--- config.mk ---
export PLATFORM = sky130hd
export DESIGN_NAME = prog_loader
export DESIGN_NICKNAME = d
export VERILOG_FILES = /design/src/rtl/prog_loader_pkg.sv /design/src/rtl/prog_loader_byte_packer.sv /design/src/rtl/prog_loader.sv
export SDC_FILE = /design/constraint.sdc
export NUM_CORES = 1
export LEC_CHECK = 0
export ABC_AREA = 1
export BUFFER_PORTS_ARGS = -buffer_cell sky130_fd_sc_hd__buf_2
export CORE_ASPECT_RATIO = 1.2
export CORE_UTILIZATION = 55
export DETAILED_ROUTE_END_ITERATION = 8
export GPL_TIMING_DRIVEN = 0
export PLACE_DENSITY = 0.77
export SKIP_CTS_REPAIR_TIMING = 1
export SKIP_LAST_GASP = 1
export SLEW_MARGIN = 20
export SYNTH_ARGS = -nofsm -noshare
export SYNTH_HDL_FRONTEND = slang
export SYNTH_HIERARCHICAL = 1
export SYNTH_SLANG_ARGS = --single-unit
--- constraint.sdc ---
create_clock -name clk -period 5.6 [get_ports clk]
set_input_delay 0.28 -clock clk [delete_from_list [all_inputs] [get_ports clk]]
set_output_delay 0.28 -clock clk [all_outputs]
set_load 0.005 [all_outputs]
--- src/rtl/prog_loader_pkg.sv ---
// Shared types and constants for the program loader.
// Optional checksum feature: define PROG_LOADER_CHECKSUM_EN.
package prog_loader_pkg;

`ifdef PROG_LOADER_CHECKSUM_EN
  typedef enum logic [2:0] {
    IDLE,
    LEN,
    DATA,
    CSUM,
    DONE,
    ERR
  } loader_state_e;
`else
  typedef enum logic [2:0] {
    IDLE,
    LEN,
    DATA,
    DONE,
    ERR
  } loader_state_e;
`endif

  localparam int LEN_BYTES  = 4;
  localparam int WORD_BYTES = 4;

endpackage

--- src/rtl/prog_loader_byte_packer.sv ---
// Little-endian byte-to-word packer: the first byte lands in bits [7:0].
// word/word_valid are combinational so the caller can register them on the 4th byte.
module byte_packer
  import prog_loader_pkg::*;
(
  input  logic        clk,
  input  logic        rst_n,
  input  logic        clear,
  input  logic        byte_valid,
  input  logic [7:0]  byte_data,
  output logic [31:0] word,
  output logic        word_valid
);

  logic [1:0]  byte_cnt;
  logic [23:0] shift_q;

  // The three earlier bytes sit below the current one, oldest at the bottom
  assign word       = {byte_data, shift_q};
  assign word_valid = byte_valid && (byte_cnt == 2'(WORD_BYTES - 1));

  always_ff @(posedge clk or negedge rst_n) begin
    if (!rst_n) begin
      byte_cnt <= '0;
      shift_q  <= '0;
    end else if (clear) begin
      byte_cnt <= '0;
      shift_q  <= '0;
    end else if (byte_valid) begin
      byte_cnt <= byte_cnt + 2'd1;
      shift_q  <= {byte_data, shift_q[23:8]};
    end
  end

endmodule

--- src/rtl/prog_loader.sv ---
// Boot loader: takes a length-prefixed byte stream, writes little-endian words to IMEM
// from address 0 and holds the core in reset until done. Optional: PROG_LOADER_CHECKSUM_EN.
module prog_loader
  import prog_loader_pkg::*;
#(
  parameter  int IMEM_DEPTH_WORDS = 256,
  localparam int ADDR_W           = $clog2(IMEM_DEPTH_WORDS)
) (
  input  logic              clk,
  input  logic              rst_n,
  input  logic              load_req,
  input  logic              byte_valid,
  input  logic [7:0]        byte_data,
  output logic              byte_ready,
  output logic              imem_wr_en,
  output logic [ADDR_W-1:0] imem_wr_addr,
  output logic [31:0]       imem_wr_data,
  output logic              cpu_rst_n,
  output logic              load_done,
  output logic              load_err
);

`ifdef PROG_LOADER_CHECKSUM_EN
  localparam loader_state_e LOAD_END = CSUM;
`else
  localparam loader_state_e LOAD_END = DONE;
`endif

  loader_state_e     state, next_state;
  logic              ready_next;
  logic              xfer;
  logic              pk_valid, pk_clear, pk_word_valid;
  logic [31:0]       pk_word;
  logic [ADDR_W-1:0] word_idx, last_idx;
`ifdef PROG_LOADER_CHECKSUM_EN
  logic [7:0]        csum;
`endif

  assign xfer     = byte_valid && byte_ready;
  assign pk_valid = xfer && ((state == LEN) || (state == DATA));
  assign pk_clear = !((state == LEN) || (state == DATA));

  // One packer serves both the 4-byte length header and the data words
  byte_packer u_packer (
    .clk        (clk),
    .rst_n      (rst_n),
    .clear      (pk_clear),
    .byte_valid (pk_valid),
    .byte_data  (byte_data),
    .word       (pk_word),
    .word_valid (pk_word_valid)
  );

  always_ff @(posedge clk or negedge rst_n) begin
    if (!rst_n) state <= IDLE;
    else        state <= next_state;
  end

  always_comb begin
    next_state = state;
    case (state)
      IDLE, DONE, ERR: if (load_req) next_state = LEN;
      LEN: begin
        if (pk_word_valid) begin
          if (pk_word == '0)                          next_state = LOAD_END;
          else if (pk_word > 32'(IMEM_DEPTH_WORDS))   next_state = ERR;
          else                                        next_state = DATA;
        end
      end
      DATA: if (pk_word_valid && (word_idx == last_idx)) next_state = LOAD_END;
`ifdef PROG_LOADER_CHECKSUM_EN
      CSUM: if (xfer) next_state = (byte_data == csum) ? DONE : ERR;
`endif
      default: next_state = IDLE;
    endcase

    ready_next = (next_state == LEN) || (next_state == DATA);
`ifdef PROG_LOADER_CHECKSUM_EN
    ready_next = ready_next || (next_state == CSUM);
`endif
  end

  // Status outputs follow next_state so they are registered yet line up with the state;
  // cpu_rst_n only rises once DONE has been held for a full cycle.
  always_ff @(posedge clk or negedge rst_n) begin
    if (!rst_n) begin
      byte_ready   <= 1'b0;
      imem_wr_en   <= 1'b0;
      imem_wr_addr <= '0;
      imem_wr_data <= '0;
      cpu_rst_n    <= 1'b0;
      load_done    <= 1'b0;
      load_err     <= 1'b0;
      word_idx     <= '0;
      last_idx     <= '0;
    end else begin
      byte_ready <= ready_next;
      load_done  <= (next_state == DONE);
      load_err   <= (next_state == ERR);
      cpu_rst_n  <= (state == DONE) && (next_state == DONE);
      imem_wr_en <= (state == DATA) && pk_word_valid;

      if (state == LEN) begin
        word_idx <= '0;
        if (pk_word_valid) last_idx <= ADDR_W'(pk_word - 32'd1);
      end else if ((state == DATA) && pk_word_valid) begin
        imem_wr_addr <= word_idx;
        imem_wr_data <= pk_word;
        word_idx     <= word_idx + ADDR_W'(1);
      end
    end
  end

`ifdef PROG_LOADER_CHECKSUM_EN
  // Running XOR covers data bytes only; the header restarts it
  always_ff @(posedge clk or negedge rst_n) begin
    if (!rst_n)                      csum <= '0;
    else if (state == LEN)           csum <= '0;
    else if ((state == DATA) && xfer) csum <= csum ^ byte_data;
  end
`endif

endmodule

==> run summary <==
Period Utilization, post-route: 52.48%
Required @ worst endpoint: 5.86 ns
Power Density: 293.0 nW/um^2
I/O pin cnt: 57
Iteration count of the initial detailed-routing pass: 4
Register bit count reported by yosys: 90
TritonCTS buffer count: 9
Clock Sinks: 90
IO Port Bufs: 56
Max-Cap Viols: 0
Number of max-slew violations in the final report: 0
Skew-Pair Late Insertion Delay: 0.36 ns
Wire length of the first global-routing pass: 15300 um
Worst reg2reg path depth: 18
Gate power share: 19.5%
Clock edge transition at the registers on the reported setup and hold paths: 0.09 ns
DRT iter0 DRCs: 166
Vias in the first global route: 3357
Antenna-violating nets left: 0
Clk_skew: 0.01142 ns
Worst EP arrival: 3.20 ns
Syn_area_per_cell: 8.751 sq um
Synthesized net count: 499
Routed len/inst: 14.20 um
Dpl cell area: 4642 sq um
EDFF count, synth: 0
Vias per inst: 5.240
CTS tree: yes
Crit. End Element: flop
Final setup vio count: 0
Reg2Reg Capture Point: byte_ready$_DFF_PN0_
Flop pwr share: 48.2%
Synth warn: 6
Final worst slack: 2.661 ns
Crit Path Class: reg2reg
Final net count: 568
Initial antenna violation count: 0
Filler cell count: 652
Hold path startpoint: load_req
Post-synth ARST share: 100.0%
Routed wire length: 9189 um
Ys flop type: dfrtp_1
Int Pwr: 0.0009785 W
Die area: 8041 sq um
R2r setup slk: 2.66 ns
Most frequent cells in the layout: nand2_1, dfrtp_1, buf_2
Sequential-to-total area share from yosys stat: 53.29%
Share of layout cells above drive strength 1: 23.16%
WHS: 0.1463 ns
Area delta synth->final: 14.89%
Sum Neg Setup Slack: 0 ns
Hold EP: state[2]$_DFF_PN0_
Clk buf depth: 2
H-tree level count: 3
Worst hold path type: in2reg
Psw: 0.0004442 W
Hpwl dp: 6617 um
Core area: 7360 sq um
Root buf cell: clkbuf_8
Dpl ws: 2.713 ns
Cell row count: 34
Routability cong.: 0.8627
P_leak: 2.727 nW
Yosys cell types: 31
N_diodes: 0
Pin count of the biggest net entering global routing: 48
Most common cell after layout, fill and taps aside: nand2_1
Die Y-Extent: 98.03 um
Gate Count Post-Synth: 483
Overall global routing resource usage: 25.30%
Switch share: 31.22%
Crit path max fanout: 10
Actual slew at the worst max-slew pin: 0.6094 ns
Final hold viol count: 0
Startpoint type of the worst setup path: flop
Status: complete, no violations
Worst reg2reg startpoint: state[1]$_DFF_PN0_
Fmax: 0.3403 GHz
Cell area after layout: 4856 sq um
RSZ-0062 raised after global routing: no
Total gr overflow: 0
Slew HR: 59.37%
Mapped Area: 4227 sq um
Clk pwr share: 32.3%
Hold Path Stages: 2
DRC: 0
Clock period minus worst slack: 2.939 ns
VDD IR max: 0.0001734 V
Chip width: 82.03 um
Vias: 3390
Initial Util: 57.43%
## how the worst max path moves through the flow
stage                             startpoint                    to  cells past startpoint
final                     state[1]$_DFF_PN0_  byte_ready$_DFF_PN0_                     18
after global routing      state[1]$_DFF_PN0_  byte_ready$_DFF_PN0_                     18
after CTS                 state[1]$_DFF_PN0_  byte_ready$_DFF_PN0_                     18
after detailed placement  state[1]$_DFF_PN0_  byte_ready$_DFF_PN0_                     18
after global placement    state[1]$_DFF_PN0_  byte_ready$_DFF_PN0_                     18
after floorplan           state[1]$_DFF_PN0_  byte_ready$_DFF_PN0_                     18
## kinds of logic after synthesis
| logic type | count (synthesis) | synth area share [%] |
|---|---|---|
| AND/OR/NAND/NOR | 273 | 29.81 |
| buffers and inverters | 63 | 8.259 |
| flip-flops | 90 | 53.29 |
| XOR/XNOR | 10 | 2.072 |
| adder cells (fa/ha/maj) | 4 | 1.184 |
| AO/OA/AOI/OAI | 43 | 5.388 |
## cells in the mapped netlist, types with 2 or more instances
cell type  count  area [sq um]
nor3_2         2         20.02
inv_1         32         120.1
o21ai_0       30         150.1
buf_4         10         75.07
buf_2          3         15.01
o32ai_1        2         17.52
clkbuf_1       3         11.26
nor2_1        29         108.9
ha_1           4         50.05
xor2_1         9         78.83
nand2_1      188         705.7
nand3_1       17         85.08
dfrtp_1       90          2252
a21oi_1        5         25.02
buf_6          9         101.4
inv_2          4         15.01
nor3_1         5         25.02
nand3_2       20         200.2
nand2_2        2         12.51
nand4_1        5         31.28
o21ai_1        4         20.02
## flip-flops by register name, summed over array words and instances (netlist names)
signal / cells
imem_wr_data: 32
byte_ready: 1
last_idx: 8
load_err: 1
imem_wr_addr: 8
imem_wr_en: 1
cpu_rst_n: 1
word_idx: 8
load_done: 1
state: 3
u_packer/byte_cnt: 2
u_packer/shift_q: 24
## critical path, stage by stage (launching register included)
cell     delay (ns)
dfrtp_1        0.46
nor3_4         0.29
inv_2          0.15
nand2_1        0.09
inv_1          0.13
nor2_1         0.16
buf_6          0.20
buf_6          0.18
nand2_1        0.08
inv_1          0.21
nand2_1        0.10
nor2_1         0.15
nand3_1        0.20
inv_1          0.10
nand3_1        0.07
nand2_1        0.12
inv_1          0.05
nand2_1        0.06
nand2_1        0.05
## final cells by class
cell class / instances / area [sq um] / share of cell area, %
clock buffer: 11 / 141.4 / 2.912
multi-input combinational: 330 / 1625 / 33.47
clock inverter: 5 / 62.56 / 1.288
sequential: 90 / 2252 / 46.38
buffer: 25 / 202.7 / 4.174
inverter: 38 / 146.4 / 3.015
tap: 90 / 112.6 / 2.319
timing repair buffer: 58 / 312.8 / 6.442
## power groups by stage
| stage | sequential (W) | combinational (W) | clock [W] |
|---|---|---|---|
| 6_report | 0.000685 | 0.000277 | 0.000460 |
| 5_1_grt | 0.000688 | 0.000304 | 0.000490 |
| 3_5_place_dp | 0.000698 | 0.000278 | 0 |
| 4_1_cts | 0.000685 | 0.000278 | 0.000465 |
| 3_3_place_gp | 0.000698 | 0.000270 | 0 |
| 2_1_floorplan | 0.000694 | 0.000205 | 0 |
## metrics by stage
step	utilization (%)	std cells	power (W)
final	65.98	647	0.001423
after global routing	65.98	647	0.001483
after CTS	65.85	646	0.001428
after detailed placement	63.07	630	0.0009758
after global placement	62.77	629	0.0009682
after floorplan	-	483	0.0008989
## routing by layer
layer	vias up	global-route usage [%]	part of all wire, %
met4	0	11.74	2.6
li1	1653	-	-
met1	1598	31.70	42
met3	26	4.579	4.9
met5	-	0	0
met2	113	41.64	51
(Power assumes the default switching activity.)
